[src/rtl/dda_move_engine.sv]
// rtl/dda_move_engine.sv - buffered multi-axis DDA segment executor with step rollback
// Define DDA_ACCEL_EN to store and apply the per-axis increment delta (acceleration).
module dda_move_engine #(
   parameter int AXES     = 3,
   parameter int BUF_BITS = 2,
   parameter int W        = 64,
   parameter int DIV_BITS = 8
) (
   input  logic                  CLK,
   input  logic                  resetn,
   input  logic [DIV_BITS-1:0]   clock_divisor,
   input  logic                  load_valid,
   output logic                  load_ready,
   input  logic [W-1:0]          load_duration,
   input  logic [AXES-1:0]       load_dir,
   input  logic [AXES*W-1:0]     load_increment,
   input  logic [AXES*W-1:0]     load_incincr,
   input  logic                  abort,
   output logic [AXES-1:0]       step,
   output logic [AXES-1:0]       dir,
   output logic                  busy,
   output logic                  move_done,
   output logic [BUF_BITS:0]     buf_level
);
   localparam int DEPTH = 1 << BUF_BITS;
   localparam logic signed [W-1:0] STEP_K = {1'b0, {(W-1){1'b1}}} - W'(100);
   localparam logic signed [W-1:0] ZERO   = '0;

   typedef enum logic [1:0] {IDLE = 2'd0, LOAD = 2'd1, RUN = 2'd2} state_t;

   logic [W-1:0]          dur_mem [DEPTH];
   logic [AXES-1:0]       dir_mem [DEPTH];
   logic [AXES*W-1:0]     inc_mem [DEPTH];
`ifdef DDA_ACCEL_EN
   logic [AXES*W-1:0]     ii_mem  [DEPTH];
   logic signed [W-1:0]   ii_r    [AXES];
`else
   logic                  unused_incincr;
   assign unused_incincr = ^load_incincr;
`endif

   logic [BUF_BITS-1:0]   wr_ptr, rd_ptr;
   logic [BUF_BITS:0]     level;
   logic [W-1:0]          tickdown;
   logic [DIV_BITS-1:0]   clkaccum;
   logic signed [W-1:0]   acc     [AXES];
   logic signed [W-1:0]   acc_nxt [AXES];
   logic signed [W-1:0]   inc_r   [AXES];
   logic signed [W-1:0]   inc_nxt [AXES];
   state_t                state, state_nxt;
   logic                  fifo_empty, push, pop, tick, seg_end;

   assign fifo_empty = (level == '0);
   assign load_ready = (level != (BUF_BITS+1)'(DEPTH));
   assign buf_level  = level;
   assign push       = load_valid && load_ready && !abort;
   assign seg_end    = tick && (tickdown == '0);

   always_ff @(posedge CLK or negedge resetn) begin
      if (!resetn) state <= IDLE;
      else         state <= state_nxt;
   end

   always_comb begin
      state_nxt = state;
      unique case (state)
         IDLE:    if (!fifo_empty) state_nxt = LOAD;
         LOAD:    state_nxt = RUN;
         RUN:     if (seg_end) state_nxt = fifo_empty ? IDLE : LOAD;
         default: state_nxt = IDLE;
      endcase
      if (abort) state_nxt = IDLE;
   end

   always_comb begin
      busy = (state != IDLE);
      pop  = (state == LOAD);
      tick = (state == RUN) && (clkaccum == '0);
   end

   // Segment storage carries no reset; validity is tracked by the pointers.
   always_ff @(posedge CLK) begin
      if (push) begin
         dur_mem[wr_ptr] <= load_duration;
         dir_mem[wr_ptr] <= load_dir;
         inc_mem[wr_ptr] <= load_increment;
`ifdef DDA_ACCEL_EN
         ii_mem[wr_ptr]  <= load_incincr;
`endif
      end
   end

   // Tick add and rollback subtract fold into one update so neither is lost.
   always_comb begin
      for (int i = 0; i < AXES; i++) begin
         acc_nxt[i] = acc[i];
         if (tick) acc_nxt[i] = acc_nxt[i] + inc_r[i];
         if (acc[i] > ZERO) acc_nxt[i] = acc_nxt[i] - STEP_K;
         inc_nxt[i] = inc_r[i];
         if (state == LOAD) inc_nxt[i] = inc_mem[rd_ptr][i*W +: W];
`ifdef DDA_ACCEL_EN
         else if (tick) inc_nxt[i] = inc_r[i] + ii_r[i];
`endif
      end
   end

   always_comb begin
      step = '0;
      for (int i = 0; i < AXES; i++) step[i] = (acc[i] > ZERO);
   end

   always_ff @(posedge CLK or negedge resetn) begin
      if (!resetn) begin
         wr_ptr    <= '0;
         rd_ptr    <= '0;
         level     <= '0;
         tickdown  <= '0;
         clkaccum  <= '0;
         dir       <= '0;
         move_done <= 1'b0;
         for (int i = 0; i < AXES; i++) begin
            acc[i]   <= '0;
            inc_r[i] <= '0;
`ifdef DDA_ACCEL_EN
            ii_r[i]  <= '0;
`endif
         end
      end else if (abort) begin
         wr_ptr    <= '0;
         rd_ptr    <= '0;
         level     <= '0;
         tickdown  <= '0;
         clkaccum  <= '0;
         move_done <= 1'b0;
         for (int i = 0; i < AXES; i++) begin
            acc[i]   <= '0;
            inc_r[i] <= '0;
`ifdef DDA_ACCEL_EN
            ii_r[i]  <= '0;
`endif
         end
      end else begin
         move_done <= seg_end;
         if (push) wr_ptr <= wr_ptr + BUF_BITS'(1);
         if (pop)  rd_ptr <= rd_ptr + BUF_BITS'(1);
         if (push && !pop)      level <= level + (BUF_BITS+1)'(1);
         else if (pop && !push) level <= level - (BUF_BITS+1)'(1);

         if (state == LOAD) begin
            tickdown <= dur_mem[rd_ptr];
            dir      <= dir_mem[rd_ptr];
            clkaccum <= clock_divisor;
         end else if (state == RUN) begin
            if (tick) begin
               clkaccum <= clock_divisor;
               tickdown <= tickdown - W'(1);
            end else begin
               clkaccum <= clkaccum - DIV_BITS'(1);
            end
         end

         for (int i = 0; i < AXES; i++) begin
            acc[i]   <= acc_nxt[i];
            inc_r[i] <= inc_nxt[i];
`ifdef DDA_ACCEL_EN
            if (state == LOAD) ii_r[i] <= ii_mem[rd_ptr][i*W +: W];
`endif
         end
      end
   end
endmodule

[config.mk]
export PLATFORM = sky130hd
export DESIGN_NAME = dda_move_engine
export DESIGN_NICKNAME = d
export VERILOG_FILES = /design/src/rtl/dda_move_engine.sv
export SDC_FILE = /design/constraint.sdc
export NUM_CORES = 2
export LEC_CHECK = 0
export CORE_UTILIZATION = 50
export DETAILED_ROUTE_END_ITERATION = 7
export PLACE_DENSITY = 0.66
export SETUP_SLACK_MARGIN = 0.5
export SYNTH_ARGS = -nofsm -noshare
export SYNTH_HDL_FRONTEND = slang
export SYNTH_SLANG_ARGS = --single-unit
[constraint.sdc]
create_clock -name CLK -period 8.5 [get_ports CLK]
set_input_delay 0.85 -clock CLK [delete_from_list [all_inputs] [get_ports CLK]]
set_output_delay 0.85 -clock CLK [all_outputs]
set_load 0.05 [all_outputs]
# Yosys cells after proc, flatten, opt, wreduce, memory -nomap -nowiden
# Memory sizes are Yosys's and may differ from the RTL's. A register that Yosys moved wholly into a read port is not among the register bits.
# Index checks and enable logic that the tools add are counted.
op_classes:
  magnitude_cmp: 3
  mux: 34
  n_addsub: 12
  reduce_logical: 23
  bitwise: 1
  eq_ne: 5
op_table:
  columns: ["cell", "count"]
  rows:
  - ["$mux 64", 13]
  - ["$mux 192", 2]
  - ["$add 64x64->64", 3]
  - ["$gt 64x1->1 const B", 3]
  - ["$sub 64x64->64 const B", 3]
  - ["$logic_not 64->1", 1]
  - ["$sub 64x1->64 const B", 1]
  - ["$mux 8", 4]
  - ["$mux 2", 7]
  - ["$mux 3", 3]
  - ["$ne 3x3->1 const B", 3]
  - ["$reduce_bool 3->1", 3]
  - ["$logic_not 8->1", 1]
  - ["$sub 8x1->8 const B", 1]
  - ["$logic_and 1x1->1", 6]
  - ["$pmux 2 s3", 1]
  - ["$reduce_and 2->1", 3]
  - ["$reduce_bool 2->1", 3]
  - ["$add 2x1->2 const B", 2]
  - ["$logic_not 1->1", 4]
  - ["$mux 1", 4]
  - ["$add 3x1->3 const B", 1]
  - ["$logic_not 3->1", 1]
  - ["$sub 3x1->3 const B", 1]
  - ["4 further kinds", 4]
word_totals:
  reg_bits: 466
  in_bits: 463
  mem_count: 3
  ram_bits: 1036
  output_inout_bits: 12
  wordCells: 94
memory_table:
  columns: ["name", "depth", "word_bits", "rd", "rd_ports_with_merged_regs", "write_ports", "line", "rtl"]
  rows:
  - ["inc_mem", 4, 192, 1, 0, 1, "33", "logic [AXES*W-1:0] inc_mem [DEPTH];"]
  - ["dur_mem", 4, 64, 1, 0, 1, "31", "logic [W-1:0] dur_mem [DEPTH];"]
  - ["dir_mem", 4, 3, 1, 1, 1, "32", "logic [AXES-1:0] dir_mem [DEPTH];"]

# Depth between registers and ports, before layout
depth:
  word_depth: 8
  ltp_mapped: 30
  depth_no_buf: 16

# Least setup slack after synthesis
# No wires, ideal clock.
synth_path:
  path_type: "register -> register"
  from: "reg level[0], in the netlist buf_level[0]"
  to: "mem dir_mem[0][0], enable pin"
  arrival_time_ns: 7.672
  period_less_slack_ns: 8.326
  path_slack_ns: 0.174
  n_path_buf: 0
  setup_ns: 0.654
  stages_incl_launch_ff: 6
  required_ns: 7.846
  path_cell_list: "dfrtp_1 -> inv_1 -> nand3_1 -> nand2_1 -> nor2_1 -> and2_1"
synth_between:
  elab_chain_cells: 5
synth_rtl:
  columns: ["element", "line", "rtl"]
  rows:
  - ["from (decl)", "43", "logic [BUF_BITS:0] level;"]
  - ["from (signal assigned)", "146", "if (push && !pop) level <= level + (BUF_BITS+1)'(1);"]
  - ["from (signal assigned)", "147", "else if (pop && !push) level <= level - (BUF_BITS+1)'(1);"]
  - ["$ne 3x3->1", "54", "assign load_ready = (level != (BUF_BITS+1)'(DEPTH));"]
  - ["via load_ready", "13", "output logic load_ready,"]
  - ["$logic_and 1x1->1 (2 in a row)", "56", "assign push = load_valid && load_ready && !abort;"]
  - ["$mux 1", "83", "if (push) begin"]
  - ["$mux 1 (not written as such)", "85", "dir_mem[wr_ptr] <= load_dir;"]
  - ["to (decl)", "32", null]
# The timed path passes the listed nets, and every way through them passes these cells.

# Worst setup path in the final report
layout_path:
  from: "reg acc[72] (netlist name)"
  to: "reg acc[124] (netlist name)"
layout_between:
  elab_chain_cells: 5
  elab_cells_between_ends: 6
  classes_between: "2 x add/sub; 1 x order compare; 3 x mux"
layout_rtl:
  columns: ["element", "line", "rtl"]
  rows:
  - ["from (decl)", "46", "logic signed [W-1:0] acc [AXES];"]
  - ["from (signal, indexed assignment)", "163", "acc[i] <= acc_nxt[i];"]
  - ["$add 64x64->64", "97", "if (tick) acc_nxt[i] = acc_nxt[i] + inc_r[i];"]
  - ["$mux 64", "97", null]
  - ["$sub 64x64->64", "98", "if (acc[i] > ZERO) acc_nxt[i] = acc_nxt[i] - STEP_K;"]
  - ["$mux 64 *", "98", null]
  - ["$mux 192 *", "128", "end else if (abort) begin"]
# Mark *: on every way between the ends. The rest lies on a longest branch, timed or not.
# A chain may end at the register's enable or synchronous reset.

==> results.md <==
* Status: finished, violations left
* Row count at 143
* Drt drc at 0
* Failing checks: hold timing
* Via count at 53,899
* Post-synthesis cell type count at 116
* DR WL/cell at 23.73 um
* Core Region at 152,100 sq um
* Area Overhead vs Synth at 13.02%
* Cell Pwr Density at 264.3 nW/um^2
* Async S/R FF share, synth at 31.16%
* Register area at 42,850 sq um
* Vias in the first global route at 52,768
* Mean Syn Cell Area at 11.88 sq um
* FF+latch count, synth at 1,505
* Sequential fraction of the synthesis area at 55.86%
* First-pass iteration count of the detailed router at 6
* Slew Limit Fails at 0
* Post-CTS setup buffer count at 0
* Fill cell count at 12,585
* Crit path buffers/inverters at 0
* Critical path's largest stage delay at 1.02 ns
* Slew HR at 8.353%
* Worst EP arrival at 6.55 ns
* Layout cells sized above 1 at 10.52%
* RSZ-0062 raised after global routing: false
* Worst skew pair latency at 0.82 ns
* Dominant synthesized flop cell: edfxtp_1
* Synthesized netlist cell count at 6,459
* Most frequent cell on the critical path: a21oi_1
* GR Overflow Total at 0
* Clk buf depth at 3
* CTS tree: built
* Final net count at 7,274
* Max Cap Viol at 0
* Yosys warnings at 0
* CTS Hold Buffers Added at 0
* Post-Route WL at 208.5 mm
* Worst slew pin tran at 1.340 ns
* # port buffers at 282
* Largest net degree at the start of global routing at 157
* Lkg Pwr at 30.71 nW
* H-tree depth at 4
* Post-route insts no fill at 8,785
* Setup crit end kind: flop
* Worst-path clk slew at 0.06 ns
* Num CTS Buffers at 160
* Die area at 155,000 sq um
* Initial core utilization at 50.43%
* Post-synth EDFFs at 1,036
* CP Data Required Time at 9.12 ns
* DRT iter0 DRCs at 4,571
* Max IR drop VDD at 0.2215 mV
* Io pins at 475
* Post-Synthesis Net Count at 7,124
* CP Class: reg -> reg
* Crit-path cells: ha_1 > a21oi_1 > o21ai_0 > a2111oi_0 > a21oi_1 > o21bai_1 > a21oi_1 > o21a_1 > o31ai_1 > nand4_1 > nor4_2 > and4_1 > nor3_1
* Root Driver: clkbuf_16
* Fmax at 168.7 MHz
* GRT Total Usage at 26.72%
* Post-route ant nets at 0
* Gates resized, CTS repair at 0
* Setup TNS at 0 ns
* Synthesized area at 76,700 sq um
* Cell family with most CP delay: compound AO/OA/AOI/OAI gates
* Startpoint Class: flop
* Initial antenna violation count at 20
* Final setup vio count at 0
* CP max stage cell: a2111oi_0
* Tmin final at 5.929 ns
* First-pass GRT wire length at 320.5 mm
* Setup Skew at 0.06112 ns
* Dpl hpwl at 144.2 mm
* Hold WS at -0.01368 ns
* Avg Vias per Cell at 6.135
* Placed Cells at 8,477
* Tcrit/Tclk final at 69.75%
* CP Max Fanout at 9
* Hold Crit Class: in -> async
* Clock sinks at 1,505
* Count of final hold-check violations at 4
* Die width at 393.7 um
* GPL Wtd Cong at 0.9529
* Die Y at 393.7 um
* Power Total at 22.91 mW
* Area occupied by multi-input gates at 32,070 sq um
-- through the flow --
step / hold WS (ns) / worst slack (ns) / utilization, % / cell area, sq um
after floorplan: 0.4613 / 2.760 / - / 76710
after global placement: 0.4780 / 2.742 / 53.36 / 81150
final: -0.01368 / 2.571 / 57.00 / 86690
after detailed placement: 0.4905 / 2.732 / 53.36 / 81150
after CTS: 0.004504 / 2.655 / 56.99 / 86670
after global routing: 0.04431 / 2.307 / 56.99 / 86680
-- kinds of logic (layout without fill, tap and decap cells) --
| group | Yosys count | after routing | synth area share [%] |
|---|---|---|---|
| compound gates | 1453 | 1453 | 12.22 |
| xor+xnor | 256 | 256 | 2.923 |
| fa+ha+maj | 202 | 202 | 3.334 |
| buf+inv | 418 | 706 | 2.404 |
| flops | 1505 | 1505 | 55.86 |
| mux | 342 | 342 | 8.712 |
| other cells | 0 | 8 | 0 |
| simple gates | 2283 | 2283 | 14.55 |
-- area by class of cell --
| class | count | area share [%] |
|---|---|---|
| Sequential cell | 1505 | 49.43 |
| Multi-Input combinational cell | 4536 | 36.99 |
| Clock buffer | 217 | 5.062 |
| Timing Repair Buffer | 346 | 3.995 |
| Tap cell | 2030 | 2.930 |
| Clock inverter | 83 | 1.302 |
| Inverter | 60 | 0.2598 |
| Antenna cell | 8 | 0.02309 |
-- cells in the mapped netlist, drive strengths merged (19+ instances only) --
library cell / n / area share (%)
mux2i: 68 / 0.89
nor3b: 19 / 0.20
a21o: 69 / 0.68
and4: 30 / 0.34
xor2: 102 / 1.2
a21oi: 537 / 3.5
nor2: 506 / 2.5
nor3: 175 / 1.2
o211ai: 40 / 0.39
or2: 34 / 0.28
and2: 63 / 0.51
o21ai: 276 / 1.8
nand2: 801 / 3.9
o21bai: 35 / 0.34
a211oi: 78 / 0.79
nand4: 158 / 1.3
edfxtp: 1036 / 41
or4: 19 / 0.19
nor2b: 20 / 0.16
nor4: 114 / 1.0
o31a: 22 / 0.25
inv: 60 / 0.29
a31oi: 51 / 0.44
o21a: 63 / 0.62
xnor2: 154 / 1.8
dfrtp: 469 / 15
a21boi: 21 / 0.21
ha: 198 / 3.2
and3: 75 / 0.61
o31ai: 46 / 0.53
buf: 130 / 1.0
nand3: 109 / 0.75
clkbuf: 228 / 1.1
nand2b: 43 / 0.35
mux4: 259 / 7.6
a211o: 22 / 0.25
a221oi: 25 / 0.29
or3: 65 / 0.53
-- state kept, by name, summed over array words and instances (netlist names) --
signal and cells:
acc 192, buf_level 3, clkaccum 8, dir 3, dir_mem 12, dur_mem 256, inc_mem 768, inc_r 192
move_done 1, rd_ptr 2, state 2, tickdown 64, wr_ptr 2
-- layer usage --
| metal | vias up | share of wire [%] | track usage, % |
|---|---|---|---|
| li1 | 25024 | - | - |
| met1 | 27004 | 44 | 37.78 |
| met2 | 1506 | 47 | 42.34 |
| met3 | 341 | 5.8 | 4.183 |
| met4 | 24 | 3.0 | 8.776 |
| met5 | - | 0.076 | 0 |
-- final timing paths --
kind / start / end / slack [ns] / cells past startpoint
max: acc[72] / acc[124] / 2.57 / 13
min: resetn / inc_r[179] / -0.01 / 1
max reg2reg: acc[72] / acc[124] / 2.57 / 13
min reg2reg: tickdown[14] / tickdown[14] / 0.51 / 2
max in group asynchronous: resetn / clkaccum[4] / 6.82 / 2
min in group CLK: tickdown[14] / tickdown[14] / 0.51 / 2
-- power breakdown --
| group | leakage (nW) | switching [mW] | internal, mW |
|---|---|---|---|
| clock | 2.64 | 3.03 | 4.17 |
| combinational | 12.2 | 3.92 | 2.48 |
| sequential | 15.8 | 0.655 | 8.66 |
| total | 30.7 | 7.60 | 15.3 |
-- placed cells by master (no fill, tap or decap), types with 102 or more instances in the layout --
master and n:
o21ai_0 261, nand4_1 156, ha_1 198, dfrtp_1 467
nor2_1 505, xnor2_1 154, nor3_1 172, mux4_2 259
nand2_1 799, xor2_1 102, a21oi_1 536, clkdlybuf4s50_1 280
clkbuf_16 160, nand3_1 103, edfxtp_1 1036, nor4_1 107
(Power assumes the default switching activity.)
